<file path="config.mk">
export PLATFORM = sky130hd
export DESIGN_NAME = stopwatch_ctrl
export DESIGN_NICKNAME = d
export VERILOG_FILES = /design/src/rtl/stopwatch_pkg.sv /design/src/rtl/stopwatch_ctrl_bcd_digit.sv /design/src/rtl/stopwatch_ctrl.sv
export SDC_FILE = /design/constraint.sdc
export NUM_CORES = 1
export LEC_CHECK = 0
export ABC_AREA = 1
export CAP_MARGIN = 20
export CORE_MARGIN = 2
export CORE_UTILIZATION = 40
export DETAILED_ROUTE_END_ITERATION = 10
export HOLD_SLACK_MARGIN = 0.1
export MAX_ROUTING_LAYER = met4
export PLACE_DENSITY = 0.7
export SYNTH_ARGS = -nofsm -noshare
export SYNTH_HDL_FRONTEND = slang
export SYNTH_SLANG_ARGS = --single-unit
</file>
<file path="constraint.sdc">
create_clock -name clock_5 -period 1.7 [get_ports clock_5]
set_input_delay 0.34 -clock clock_5 [delete_from_list [all_inputs] [get_ports clock_5]]
set_output_delay 0.34 -clock clock_5 [all_outputs]
set_load 0.1 [all_outputs]
</file>
<file path="src/rtl/stopwatch_pkg.sv">
// +--------------------------------------------------------------------+
// | stopwatch_pkg : shared state encoding and BCD digit constants       |
// | Rev 1.0                                                             |
// +--------------------------------------------------------------------+
`default_nettype none

package stopwatch_pkg;

  typedef enum logic [1:0] {
    IDLE  = 2'd0,
    RUN   = 2'd1,
    PAUSE = 2'd2,
    LAP   = 2'd3
  } sw_state_t;

  localparam int                 c_digit_w    = 4;
  localparam logic [c_digit_w-1:0] c_limit_nine = 4'd9;
  localparam logic [c_digit_w-1:0] c_limit_five = 4'd5;

endpackage

`default_nettype wire

</file>
<file path="src/rtl/stopwatch_ctrl_bcd_digit.sv">
// +--------------------------------------------------------------------+
// | bcd_digit : one BCD counter stage, wraps at LIMIT with carry out    |
// | Rev 1.0                                                             |
// +--------------------------------------------------------------------+
`default_nettype none

module bcd_digit
  import stopwatch_pkg::*;
#(
  parameter logic [c_digit_w-1:0] LIMIT = c_limit_nine
) (
  input  logic                 clock_5,
  input  logic                 reset,
  input  logic                 i_clear,
  input  logic                 i_inc,
  output logic [c_digit_w-1:0] o_value,
  output logic                 o_carry
);

  logic [c_digit_w-1:0] r_value;

  // Carry is combinational so the whole chain ripples within the tick cycle.
  assign o_carry = i_inc && (r_value == LIMIT);
  assign o_value = r_value;

  always_ff @(posedge clock_5 or negedge reset) begin
    if (!reset) begin
      r_value <= '0;
    end else if (i_clear) begin
      r_value <= '0;
    end else if (i_inc) begin
      r_value <= o_carry ? '0 : r_value + 1'b1;
    end
  end

endmodule

`default_nettype wire

</file>
<file path="src/rtl/stopwatch_ctrl.sv">
// +--------------------------------------------------------------------+
// | stopwatch_ctrl : key-driven BCD stopwatch M:SS.T with wrap pulse    |
// | Optional macro STOPWATCH_LAP_EN adds a LAP (frozen display) state.  |
// | Rev 1.0                                                             |
// +--------------------------------------------------------------------+
`default_nettype none

module stopwatch_ctrl
  import stopwatch_pkg::*;
#(
  parameter int MAX_MIN = 9
) (
  input  logic        clock_5,
  input  logic        reset,
  input  logic        tick_in,
  input  logic        key_start_n,
  input  logic        key_clear_n,
  output logic [15:0] digits,
  output logic        running,
  output logic        wrap_pulse
);

  localparam logic [c_digit_w-1:0] c_max_min = 4'(MAX_MIN);

  logic      r_start_s1, r_start_s2, r_start_prev;
  logic      r_clear_s1, r_clear_s2, r_clear_prev;
  logic [1:0] r_sync_fill;
  logic      w_start_ev, w_clear_ev;

  sw_state_t r_state, w_state_next;
  logic      w_count_en, w_count_clr;
  logic      r_running, r_wrap;

  logic [15:0] w_count;
  logic      w_carry_tenths, w_carry_units, w_carry_tens, w_carry_min;

  // Edge history only arms once the synchronizer holds real pin samples,
  // so a key held low through reset release never yields an event.
  always_ff @(posedge clock_5 or negedge reset) begin
    if (!reset) begin
      r_start_s1   <= 1'b1;
      r_start_s2   <= 1'b1;
      r_clear_s1   <= 1'b1;
      r_clear_s2   <= 1'b1;
      r_sync_fill  <= 2'b00;
      r_start_prev <= 1'b0;
      r_clear_prev <= 1'b0;
    end else begin
      r_start_s1   <= key_start_n;
      r_start_s2   <= r_start_s1;
      r_clear_s1   <= key_clear_n;
      r_clear_s2   <= r_clear_s1;
      r_sync_fill  <= {r_sync_fill[0], 1'b1};
      r_start_prev <= r_start_s2 & r_sync_fill[1];
      r_clear_prev <= r_clear_s2 & r_sync_fill[1];
    end
  end

  assign w_start_ev = r_start_prev & ~r_start_s2;
  assign w_clear_ev = r_clear_prev & ~r_clear_s2;

  always_ff @(posedge clock_5 or negedge reset) begin
    if (!reset) begin
      r_state   <= IDLE;
      r_running <= 1'b0;
      r_wrap    <= 1'b0;
    end else begin
      r_state   <= w_state_next;
      r_running <= (w_state_next == RUN) || (w_state_next == LAP);
      r_wrap    <= w_carry_min;
    end
  end

  // Start always wins over a simultaneous clear.
  always_comb begin
    w_state_next = r_state;
    w_count_clr  = 1'b0;
    w_count_en   = tick_in && ((r_state == RUN) || (r_state == LAP));
    case (r_state)
      IDLE: begin
        if (w_start_ev) w_state_next = RUN;
      end
      RUN: begin
        if (w_start_ev) begin
          w_state_next = PAUSE;
        end
`ifdef STOPWATCH_LAP_EN
        else if (w_clear_ev) begin
          w_state_next = LAP;
        end
`endif
      end
      PAUSE: begin
        if (w_start_ev) begin
          w_state_next = RUN;
        end else if (w_clear_ev) begin
          w_state_next = IDLE;
          w_count_clr  = 1'b1;
        end
      end
`ifdef STOPWATCH_LAP_EN
      LAP: begin
        if (w_start_ev) begin
          w_state_next = PAUSE;
        end else if (w_clear_ev) begin
          w_state_next = RUN;
        end
      end
`endif
      default: w_state_next = IDLE;
    endcase
  end

  bcd_digit #(.LIMIT(c_limit_nine)) u_tenths (
    .clock_5 (clock_5),
    .reset   (reset),
    .i_clear (w_count_clr),
    .i_inc   (w_count_en),
    .o_value (w_count[3:0]),
    .o_carry (w_carry_tenths)
  );

  bcd_digit #(.LIMIT(c_limit_nine)) u_sec_units (
    .clock_5 (clock_5),
    .reset   (reset),
    .i_clear (w_count_clr),
    .i_inc   (w_carry_tenths),
    .o_value (w_count[7:4]),
    .o_carry (w_carry_units)
  );

  bcd_digit #(.LIMIT(c_limit_five)) u_sec_tens (
    .clock_5 (clock_5),
    .reset   (reset),
    .i_clear (w_count_clr),
    .i_inc   (w_carry_units),
    .o_value (w_count[11:8]),
    .o_carry (w_carry_tens)
  );

  bcd_digit #(.LIMIT(c_max_min)) u_minutes (
    .clock_5 (clock_5),
    .reset   (reset),
    .i_clear (w_count_clr),
    .i_inc   (w_carry_tens),
    .o_value (w_count[15:12]),
    .o_carry (w_carry_min)
  );

`ifdef STOPWATCH_LAP_EN
  logic [15:0] r_freeze;

  // Captures the value on display in the cycle the lap is taken.
  always_ff @(posedge clock_5 or negedge reset) begin
    if (!reset) begin
      r_freeze <= '0;
    end else if ((r_state == RUN) && (w_state_next == LAP)) begin
      r_freeze <= w_count;
    end
  end

  assign digits = (r_state == LAP) ? r_freeze : w_count;
`else
  assign digits = w_count;
`endif

  assign running    = r_running;
  assign wrap_pulse = r_wrap;

endmodule

`default_nettype wire

</file>
* Word-level counts from Yosys, hierarchy flattened
Cells that the tools add are included.
** Cells by class
- Add/sub/neg operators :: 4
- Bitwise logic cells :: 6
- Reductions and logical operators :: 12
- Eq/ne operators :: 9
- Muxes and demuxes :: 20
** Operators by type and width (count)
- $mux 4 :: 12
- $add 4x1->4 const B :: 4
- $eq 4x4->1 const B :: 3
- $mux 2 :: 4
- $reduce_bool 2->1 :: 4
- $eq 2x2->1 const B :: 3
- $pmux 2 s3 :: 1
- $logic_and 1x1->1 :: 5
- $and 1x1->1 :: 4
- $eq 2x1->1 const B :: 2
- $eq 4x3->1 const B :: 1
- $mux 1 :: 3
- $logic_not 2->1 :: 1
- $logic_or 1x1->1 :: 2
- $not 1->1 :: 2
** Storage, ports and cells
- Register bits :: 28
- Output and inout port bits :: 18
- Word-level logic and storage cells :: 65

* Logic depth before layout (Yosys ltp)
Gate-level depths: netlist of the first run.
- Depth in word-level cells :: 10
- Mapped depth :: 9
- Mapped depth without buffers :: 9

* Cells and area by module
Synthesis of the first run repeated with hierarchy kept, for this count alone.
** Unflattened totals
- Cells, all modules :: 187
- Area total of the unflattened synthesis :: 1493.9 µm²
** Modules (own cells, without submodules)
- bcd_digit (u_minutes ...) :: times used 3, area each 274.0 µm², cells an instance 38, sequential area each 100.1 µm²
- stopwatch_ctrl :: times used 1, area each 404.1 µm², cells an instance 36, sequential area each 305.3 µm²
- bcd_digit (u_sec_tens) :: times used 1, area each 267.8 µm², cells an instance 37, sequential area each 100.1 µm²

* Worst setup path after synthesis of the first run
OpenSTA, ideal clock, no wires.
- Path type :: register to register
- From :: reg u_sec_units.r_value[0], in the netlist u_sec_units.o_value[0]
- To :: reg u_minutes.r_value[0], in the netlist u_minutes.o_value[0]
- Stages on the path, launching flop included :: 7
- Path buffers :: 0
- Required time :: 1579 ps
- Path slack :: -384 ps
- Arrival :: 1963 ps
- Library setup time :: 121 ps
- Path through :: dfrtp_1 -> ha_1 -> nand3_1 -> nor3_4 -> inv_2 -> nand3_1 -> nand2_1
** Between the ends
- Word-level cells in the longest chain between the ends :: 7
- Elaborated cells between the ends (all ways) :: 8
- Classes of those cells :: eq/ne (1); mux (3); reduce/logical (4)
** Ends and longest elaborated chain
- start: declaration :: line stopwatch_ctrl_bcd_digit.sv:20 : logic [c_digit_w-1:0] r_value;
- start signal: assignment :: line stopwatch_ctrl_bcd_digit.sv:32 : r_value <= o_carry ? '0 : r_value + 1'b1;
- $eq 4x4->1 (*) :: line stopwatch_ctrl_bcd_digit.sv:23 : assign o_carry = i_inc && (r_value == LIMIT);
- $logic_and 1x1->1 (*) (2 in series) :: line stopwatch_ctrl_bcd_digit.sv:23
- $logic_and 1x1->1 :: line stopwatch_ctrl_bcd_digit.sv:23
- $mux 4 :: line stopwatch_ctrl_bcd_digit.sv:32
- $mux 4 :: line stopwatch_ctrl_bcd_digit.sv:31 : end else if (i_inc) begin
- $mux 4 :: line stopwatch_ctrl_bcd_digit.sv:29 : end else if (i_clear) begin
- end signal: assignment :: line stopwatch_ctrl_bcd_digit.sv:32
- end: declaration :: line stopwatch_ctrl_bcd_digit.sv:20
Every way passes the cells marked *; elsewhere a longest branch is shown, timed or not. The select of a mux whose other input is x is not followed.
A chain may end at the register's enable or synchronous reset.

* Final worst setup path of the first run
- From :: reg u_tenths.r_value[1], in the netlist u_tenths.o_value[1]
- To :: reg u_minutes.r_value[2], in the netlist u_minutes.o_value[2]
** Between the ends
- Word-level cells in the longest chain between the ends :: 8
- Elaborated cells between the ends (all ways) :: 9
- Classes of those cells :: eq/ne (1); mux (3); reduce/logical (5)
** Ends and longest elaborated chain (line)
- start: declaration :: stopwatch_ctrl_bcd_digit.sv:20
- start signal: assignment :: stopwatch_ctrl_bcd_digit.sv:32
- $eq 4x4->1 (*) :: stopwatch_ctrl_bcd_digit.sv:23
- $logic_and 1x1->1 (*) (3 in series) :: stopwatch_ctrl_bcd_digit.sv:23
- $logic_and 1x1->1 :: stopwatch_ctrl_bcd_digit.sv:23
- $mux 4 :: stopwatch_ctrl_bcd_digit.sv:32
- $mux 4 :: stopwatch_ctrl_bcd_digit.sv:31
- $mux 4 :: stopwatch_ctrl_bcd_digit.sv:29
Marks and branches as above.

==> results_dict.tcl, run 1 <==
set metrics [dict create \
    placeableCoreArea_um2 3280 \
    finalHoldViolCount 0 \
    ioPinCount 23 \
    clock_tree_from_tritoncts "yes" \
    syn_avg_cell_area_um2 9.22 \
    worst_slack_ps 146 \
    synth.yosys.warnings 0 \
    report.final.slew_viol_count 0 \
    die_w_um 62.2 \
    route.layer.met1.wl_mm 1.16 \
    clkSlewWorstSetupHoldPaths_ps 160 \
    clkLatencyLatePin_ps 330 \
    die_area_um2 3870 \
    syn-instance-count 147 \
    most_frequent_cells_after_synthesis "sky130_fd_sc_hd__nand2_1 (27), sky130_fd_sc_hd__dfrtp_1 (24), sky130_fd_sc_hd__inv_1 (24)" \
    drt_first_pass_iters 4 \
    worst_path_max_delay_cell "sky130_fd_sc_hd__dfrtp_2" \
    worst_hold_path_type "input port to async pin" \
    data_required_time_at_the_worst_endpoint_ps 1930 \
    timing.clock.skew_ps 12.3 \
    drt-initial-drc-count 27 \
    maxUsedRoutingLayer "met4" \
    postSynthNetCount 160 \
    num_rows 21 \
    share_of_layout_cells_above_drive_strength_1 0.278 \
    ctsHtreeMaxLevel 1 \
    design_area_um2 1920 \
    grt_overflow_total 0 \
    filler_cell_count 288 \
    fmax_ghz 0.643 \
    wl_per_cell_um 11.8 \
    timing.critical_path.from_type "register" \
    run_status "finished, final reports clean" \
    totalWireLength_mm 2.61 \
    starting_density_of_the_core 0.413 \
    slowest_delay_ps 440 \
    critPathCaptureType "register" \
    seq_area_frac_synth 0.521 \
    layout_worst_path_cycle_share 0.914 \
    power_switching_share 0.415 \
    ir_drop_mv 0.536 \
    synthMostInstantiatedCell "sky130_fd_sc_hd__nand2_1" \
    grt_first_pass_wirelength_mm 4.72 \
    routed-wl-met3_um 109 \
    synth-edff-count 0 \
    cellPowerDensity_nw_per_um2 1210 \
    port-buffer-count 22 \
    drv_cap 0 \
    layout_overhead_on_the_synthesized_area_pct 41.8 \
    rsz0062_at_grt "false" \
    number_of_global_route_vias_before_repair 1121 \
    crit_path_max_fanout 6 \
    remaining_drc_errors 0 \
    asyncSetResetFlopFracSynth 1.00 \
    dp_worst_setup_slack_ps -36.0 \
    stdcell_count 222 \
    static-leakage-power_uw 0.000963 \
    crit_chain "inv_1 -> ha_1 -> nand2_1 -> inv_1 -> nand2_4 -> nor3_4 -> inv_2 -> nand3_1 -> nand2_1" \
    synth.largest_area_cell "sky130_fd_sc_hd__dfrtp_1" \
    syn_area_um2 1360 \
    power_frac_clock 0.189 \
    criticalPathCategory "register to register" \
    grt_max_degree 29 \
    total_of_endpoints_with_negative_setup_slack_in_the_final_report 0 \
    dpl.cell_count 216 \
    place_congestion 0.757 \
    vias 1088 \
    reg2reg_to "u_minutes.o_value[2]" \
    synth.area.top_cells "sky130_fd_sc_hd__dfrtp_1 (44%), sky130_fd_sc_hd__dfstp_2 (7.8%), sky130_fd_sc_hd__nand2_1 (7.5%)" \
    netlist-cell-type-count 24 \
    power.share.sequential 0.378 \
    tritoncts_num_sinks 28 \
    tritoncts.num_buffers 3 \
    num_antenna_cells 0 \
    die_height_um 62.2 \
    footprint_of_the_multi_input_gates_um2 563 \
    grtUsageTotal 0.150 \
    finish.net_count 190 \
    final.min_clock_period_ps 1550 \
    met2_length_mm 1.29 \
    worst_hold_slack_ps 363 \
    clock_path_buffers 2 \
    rr_startpoint "u_tenths.o_value[1]" \
    power.combinational.fraction 0.433 \
    rr_worst_depth 9 \
    dpl-instance-area_um2 1840 \
    synth_flop_cell "sky130_fd_sc_hd__dfrtp_1" \
    dp.final_hpwl_mm 1.88 \
    postRouteAntennaNets 0 \
    setup.reg_to_reg.worst_slack_ps 150 \
    final-seq-area_um2 724 \
    p_switching_uw 965 \
    arrival_ps 1790 \
    post_drt_via_cell_ratio 4.90 \
    internal_power_uw 1360 \
    final_util 0.585 \
    grt_antenna_before_repair 0 \
    clock_tree.root_cell "sky130_fd_sc_hd__clkbuf_4" \
    postSynthRegisterBits 28 \
    synth_top_area_frac 0.443 \
]
==> routing by layer <==
layer  up-vias  global-route usage
met2        22               0.254
met4         0              0.0611
li1        533                   -
met3         6              0.0326
met1       527               0.175
met5         -                   -
==> power by group through the flow <==
stage / clock, uW / combinational (uW) / sequential, uW
2_1_floorplan: 0 / 184 / 1300
3_3_place_gp: 0 / 954 / 895
3_5_place_dp: 0 / 969 / 902
4_1_cts: 450 / 971 / 888
5_1_grt: 479 / 1070 / 899
6_report: 439 / 1010 / 880
==> cell families (layout without fill, tap and decap cells) <==
| group | Yosys count | after routing | synth area share |
|---|---|---|---|
| adders and majority gates | 8 | 8 | 0.0739 |
| and+or+nand+nor | 66 | 66 | 0.247 |
| buffers and inverters | 26 | 55 | 0.0729 |
| muxes | 1 | 1 | 0.00739 |
| AOI/OAI and AO/OA | 13 | 13 | 0.0499 |
| DFF | 28 | 28 | 0.521 |
| xor gates and xnor gates | 4 | 4 | 0.0259 |
| other | 1 | 1 | 0.00277 |
==> state kept, by name, summed over array words and instances (netlist names), 2 cells and up <==
| name | flops |
|---|---|
| u_sec_tens.o_value | 4 |
| r_state | 2 |
| r_sync_fill | 2 |
| u_minutes.o_value | 4 |
| u_tenths.o_value | 4 |
| u_sec_units.o_value | 4 |
==> timing repair <==
action,CTS,global route
setup endpoints to repair,0,10
setup buffers,0,2
resized for setup,0,2
hold buffers,0,0
==> worst max-delay path, delay by kind of cell, from the launching register on <==
family	cells	cell delay, ps
fa+ha+maj	1	150
flops	1	440
buf+inv	3	280
simple gates	5	580
==> placed cells by master, fill, tap and decap left out, drive strengths merged, types with 3 or more instances in the layout <==
cell type	Yosys	final
o21ai	6	6
nand2	29	29
xor2	4	4
nor2	8	8
dfrtp	24	24
ha	8	8
dfstp	4	4
a21oi	5	5
buf	1	22
nand4	9	9
clkbuf	0	3
nand3	17	17
inv	25	25
clkdlybuf4s50	0	4
==> through the flow <==
stage / total power, uW / TNS [ps]
final: 2330 / 0
after global routing: 2440 / 0
after CTS: 2310 / 0
after detailed placement: 1870 / -120
after global placement: 1850 / 0
after floorplan: 1490 / 0
==> how the worst max path moves through the flow <==
stage / start / endpoint / slack (ps) / depth (start not counted)
2_1_floorplan: u_sec_units.o_value[1] / u_minutes.o_value[0] / 9 / 7
3_3_place_gp: tick_in / u_minutes.o_value[2] / 20 / 8
3_5_place_dp: tick_in / u_minutes.o_value[1] / -40 / 8
4_1_cts: u_sec_units.o_value[1] / u_minutes.o_value[2] / 20 / 7
5_1_grt: u_tenths.o_value[1] / u_minutes.o_value[3] / 20 / 9
6_report: u_tenths.o_value[1] / u_minutes.o_value[2] / 150 / 9
==> cell type report <==
cell class,count,share of cell area
Sequential cell,28,0.377
Inverter,25,0.0488
Multi-Input combinational cell,93,0.293
Tap cell,46,0.0299
Clock buffer,3,0.0117
Clock inverter,1,0.0156
Timing Repair Buffer,26,0.224
Note: power is estimated with default switching activity, not from simulation.
==> inputs of run 2 (changes only) <==
- RECOVER_POWER: unset -> 100
==> results_dict.tcl, run 2 (synthesis gave the netlist of run 1 again) <==
set metrics [dict create \
    timing.clock.skew_ps 12.1 \
    rr_startpoint "u_tenths.o_value[1]" \
    drv_cap 0 \
    share_of_layout_cells_above_drive_strength_1 0.239 \
    tritoncts.num_buffers 3 \
    critPathCaptureType "primary output" \
    fmax_ghz 0.637 \
    num_antenna_cells 0 \
    worst-path-buf-inv 1 \
    family_with_the_most_delay_on_the_worst_path "flip-flops" \
    ir_drop_mv 0.527 \
    grtUsageTotal 0.150 \
    layout.cells.most_common_list "sky130_fd_sc_hd__nand2_1 (27), sky130_fd_sc_hd__inv_1 (24), sky130_fd_sc_hd__dfrtp_1 (19), sky130_fd_sc_hd__nand3_1 (15), sky130_fd_sc_hd__clkbuf_4 (10)" \
    die_height_um 62.2 \
    ctsHtreeMaxLevel 1 \
    post_cts_hold_buffer_count 0 \
    die_w_um 62.2 \
    min_from "r_start_s1" \
    layout_overhead_on_the_synthesized_area_pct 31.3 \
    placeableCoreArea_um2 3280 \
    final.min_clock_period_ps 1570 \
    p_total_uw 2180 \
    max_slew.worst_pin.slew_ps 698 \
    finish.net_count 190 \
    clkSlewWorstSetupHoldPaths_ps 160 \
    criticalPathCategory "register to primary output" \
    grt_max_degree 29 \
    tritoncts_num_sinks 28 \
    clkLatencyLatePin_ps 330 \
    grt_first_pass_wirelength_mm 4.72 \
    total_of_endpoints_with_negative_setup_slack_in_the_final_report 0 \
    most_frequent_standard_cell_in_the_layout_excluding_fill_and_tap_cells "sky130_fd_sc_hd__nand2_1" \
    hold_end "r_start_s2" \
    rr_worst_depth 9 \
    clock_tree.root_cell "sky130_fd_sc_hd__clkbuf_4" \
    data_required_time_at_the_worst_endpoint_ps 1360 \
    static-leakage-power_uw 0.000936 \
    clock_path_buffers 2 \
    port-buffer-count 22 \
    arrival_ps 1230 \
    drt_first_pass_iters 4 \
    footprint_of_the_multi_input_gates_um2 563 \
    reg2reg_to "u_minutes.o_value[2]" \
    finalHoldViolCount 0 \
    rsz0062_at_grt "false" \
    timing.slew.headroom 0.535 \
    num_rows 21 \
    vias 1086 \
    grt_overflow_total 0 \
    worst_path_max_delay_cell "sky130_fd_sc_hd__dfrtp_1" \
    drt-initial-drc-count 42 \
    cellPowerDensity_nw_per_um2 1230 \
    clock_tree_from_tritoncts "yes" \
    ioPinCount 23 \
    number_of_global_route_vias_before_repair 1121 \
    slowest_delay_ps 510 \
    worst_hold_path_type "register to register" \
    place_congestion 0.757 \
    wl_per_cell_um 11.8 \
    min_path_cells 0 \
    worst_hold_slack_ps 369 \
    run_status "finished, final reports clean" \
    die_area_um2 3870 \
    final-seq-area_um2 717 \
    post_drt_via_cell_ratio 4.89 \
    timing.critical_path.from_type "register" \
    grt_antenna_before_repair 0 \
    setup.reg_to_reg.worst_slack_ps 140 \
    report.final.slew_viol_count 0 \
    starting_density_of_the_core 0.413 \
    crit_path_max_fanout 7 \
    filler_cell_count 310 \
    crit_chain "clkbuf_4" \
    dp.final_hpwl_mm 1.88 \
    remaining_drc_errors 0 \
    totalWireLength_mm 2.61 \
    final_util 0.542 \
    postRouteAntennaNets 0 \
    layout_worst_path_cycle_share 0.924 \
]
run 2: cell types whose count changed in the layout (fill, tap and decap cells not counted), moves of 3 or more:
cell and delta:
sky130_fd_sc_hd__dfrtp_2 -6, sky130_fd_sc_hd__dlygate4sd3_1 +3, sky130_fd_sc_hd__buf_12 -10, sky130_fd_sc_hd__clkbuf_2 +3, sky130_fd_sc_hd__clkbuf_4 +7, sky130_fd_sc_hd__dfrtp_1 +6
sky130_fd_sc_hd__clkdlybuf4s50_1 -3
run 2: how the worst max path moves through the flow:
stage,startpoint,end,depth (start not counted)
floorplan,u_sec_units.o_value[1],u_minutes.o_value[0],7
global placement,tick_in,u_minutes.o_value[2],8
detailed placement,tick_in,u_minutes.o_value[1],8
CTS,u_sec_units.o_value[1],u_minutes.o_value[2],7
global route,u_tenths.o_value[1],u_minutes.o_value[3],9
finish,u_minutes.o_value[0],digits[12],1
run 2: through the flow:
step,instances,area [um^2],worst slack (ps),setup TNS [ps]
2_1_floorplan,147,1370,8.76,0
3_3_place_gp,216,1840,20.2,0
3_5_place_dp,216,1840,-36.0,-120
4_1_cts,220,1890,24.8,0
5_1_grt,222,1780,10.4,0
6_report,222,1780,130,0
run 2: timing repair:
item                       CTS  global route
buffers inserted             0             2
resized for setup            0             2
setup endpoints to repair    0            10
run 2: cell type report:
cell class | instances | area share
clock buffer | 3 | 0.0127
clock inverter | 1 | 0.0169
inverter | 25 | 0.0527
multi-input combinational | 93 | 0.316
sequential | 28 | 0.403
tap | 46 | 0.0323
timing repair buffer | 26 | 0.166
run 2: power by group:
part	leakage [uW]	total (uW)	switching [uW]	internal, uW
clock network	0.0000279	440	201	239
registers	0.000352	859	95.7	763
logic	0.000556	883	646	237
run 2: metal layers:
| metal | part of all wire | GRT usage | wire, um |
|---|---|---|---|
| met1 | 0.44 | 0.175 | 1140 |
| met2 | 0.49 | 0.254 | 1290 |
| met3 | 0.051 | 0.0326 | 132 |
| met4 | 0.019 | 0.0611 | 49 |
| met5 | 0 | - | 0 |
run 2: worst register-to-register path, delay by kind of cell, from the launching register on:
kind	cells	cell delay, ps
AND/OR/NAND/NOR	5	580
flip-flops	1	450
adder cells (fa/ha/maj)	1	150
buffers and inverters	3	290
==> inputs of run 3 (changes only) <==
- CELL_PAD_IN_SITES_DETAIL_PLACEMENT: unset -> 0
- CELL_PAD_IN_SITES_GLOBAL_PLACEMENT: unset -> 1
- CORE_UTILIZATION: 40 -> 35
- PLACE_DENSITY: 0.7 -> 0.78
==> results_dict.tcl, run 3 (synthesis gave the netlist of run 1 again) <==
set metrics [dict create \
    postRouteAntennaNets 0 \
    grtUsageTotal 0.138 \
    placeableCoreArea_um2 3690 \
    clkLatencyLatePin_ps 270 \
    place_congestion 0.775 \
    worst_hold_slack_ps 355 \
    drt-initial-drc-count 46 \
    remaining_drc_errors 0 \
    wl_per_cell_um 11.7 \
    share_of_layout_cells_above_drive_strength_1 0.246 \
    timing.slew.headroom 0.521 \
    starting_density_of_the_core 0.367 \
    finalHoldViolCount 0 \
    p_switching_uw 920 \
    slowest_delay_ps 470 \
    layout.cells.most_common_list "sky130_fd_sc_hd__nand2_1 (25), sky130_fd_sc_hd__inv_1 (24), sky130_fd_sc_hd__dfrtp_1 (18), sky130_fd_sc_hd__nand3_1 (15), sky130_fd_sc_hd__nand4_1 (9)" \
    layout_overhead_on_the_synthesized_area_pct 28.0 \
    post_cts_hold_buffer_count 0 \
    finalSetupTns_ps 0 \
    family_with_the_most_delay_on_the_worst_path "buffers and inverters" \
    number_of_global_route_vias_before_repair 1048 \
    totalWireLength_mm 2.60 \
    grt_max_degree 29 \
    internal_power_uw 1130 \
    crit_path_max_fanout 6 \
    num_rows 22 \
    power_frac_clock 0.175 \
    clkSlewWorstSetupHoldPaths_ps 90 \
    grt_first_pass_wirelength_mm 4.61 \
    die_height_um 66.2 \
    ctsHtreeMaxLevel 1 \
    finish.net_count 189 \
    drv_cap 0 \
    grt_antenna_before_repair 0 \
    port-buffer-count 22 \
    power.combinational.fraction 0.408 \
    layout_worst_path_cycle_share 0.905 \
    power.share.sequential 0.417 \
    arrival_ps 1200 \
    filler_cell_count 364 \
    post_drt_via_cell_ratio 4.73 \
    fmax_ghz 0.650 \
    report.final.slew_viol_count 0 \
    most_frequent_standard_cell_in_the_layout_excluding_fill_and_tap_cells "sky130_fd_sc_hd__nand2_1" \
    rsz0062_at_grt "false" \
    criticalPathCategory "register to primary output" \
    max_slew.worst_pin.slew_ps 719 \
    timing.critical_path.from_type "register" \
    num_antenna_cells 0 \
    data_required_time_at_the_worst_endpoint_ps 1360 \
    clock_tree.root_cell "sky130_fd_sc_hd__clkbuf_8" \
    worst-path-buf-inv 1 \
    worst_hold_path_type "register to register" \
    static-leakage-power_uw 0.000916 \
    footprint_of_the_multi_input_gates_um2 561 \
    vias 1054 \
    clock_tree_from_tritoncts "yes" \
    cellPowerDensity_nw_per_um2 1180 \
    run_status "finished, final reports clean" \
    final.min_clock_period_ps 1540 \
    crit_chain "buf_2" \
    ioPinCount 23 \
    tritoncts_num_sinks 28 \
    ir_drop_mv 0.453 \
    final-seq-area_um2 718 \
    clock_path_buffers 2 \
    total_of_endpoints_with_negative_setup_slack_in_the_final_report 0 \
    worst_path_max_delay_cell "sky130_fd_sc_hd__buf_2" \
    die_area_um2 4390 \
    dp.final_hpwl_mm 1.93 \
    cts-resized-gates 0 \
    timing.clock.skew_ps 4.85 \
    drt_first_pass_iters 4 \
    die_w_um 66.2 \
    tritoncts.num_buffers 3 \
    post-cts-setup-buffers 0 \
    critPathCaptureType "primary output" \
    grt_overflow_total 0 \
    power_switching_share 0.448 \
    final_util 0.470 \
]
-- run 3: changes by cell type in the layout (fill, tap and decap cells not counted), moves of 2 or more --
cell	before	now
sky130_fd_sc_hd__clkbuf_1	0	2
sky130_fd_sc_hd__buf_4	3	1
sky130_fd_sc_hd__nand2_2	1	3
sky130_fd_sc_hd__clkbuf_8	0	3
sky130_fd_sc_hd__clkbuf_2	3	7
sky130_fd_sc_hd__buf_2	1	3
sky130_fd_sc_hd__nand2_1	27	25
sky130_fd_sc_hd__clkbuf_4	10	2
-- run 3: stage by stage --
step / worst slack, ps / area, um^2 / total power [uW] / cells
5_1_grt: 16.2 / 1730 / 2170 / 223
4_1_cts: 30.6 / 1900 / 2230 / 223
3_5_place_dp: -31.9 / 1850 / 1870 / 219
3_3_place_gp: 22.2 / 1850 / 1850 / 219
6_report: 161 / 1730 / 2050 / 223
2_1_floorplan: 8.76 / 1370 / 1490 / 147
-- run 3: worst paths after layout --
check                                          start                     end  slack [ps]  cells after the start
worst max-delay path            u_minutes.o_value[2]              digits[14]         160                      1
worst min-delay path                  r_sync_fill[0]          r_sync_fill[1]         350                      0
worst max register to register   u_tenths.o_value[1]    u_minutes.o_value[1]         170                      9
worst min register to register        r_sync_fill[0]          r_sync_fill[1]         350                      0
max in group asynchronous                      reset  u_sec_units.o_value[1]         520                      2
min in group asynchronous                      reset              r_state[0]         650                      2
-- run 3: power groups by stage --
stage / clock network [uW] / registers, uW / logic [uW]
final: 359 / 857 / 838
after global routing: 404 / 874 / 888
after CTS: 377 / 887 / 968
after detailed placement: 0 / 901 / 967
after global placement: 0 / 894 / 956
after floorplan: 0 / 1300 / 184
-- run 3: metal layers --
| metal | track usage | vias to the layer above | share of wire |
|---|---|---|---|
| met2 | 0.223 | 20 | 0.48 |
| li1 | - | 532 | - |
| met5 | - | - | 0 |
| met3 | 0.0273 | 2 | 0.047 |
| met4 | 0.0485 | 0 | 0.0096 |
| met1 | 0.174 | 500 | 0.46 |
-- run 3: area by class of cell --
type	count	share of cell area
Sequential cell	28	0.414
Multi-Input combinational cell	93	0.323
Tap cell	48	0.0346
Clock buffer	4	0.0260
Inverter	25	0.0541
Timing Repair Buffer	25	0.148
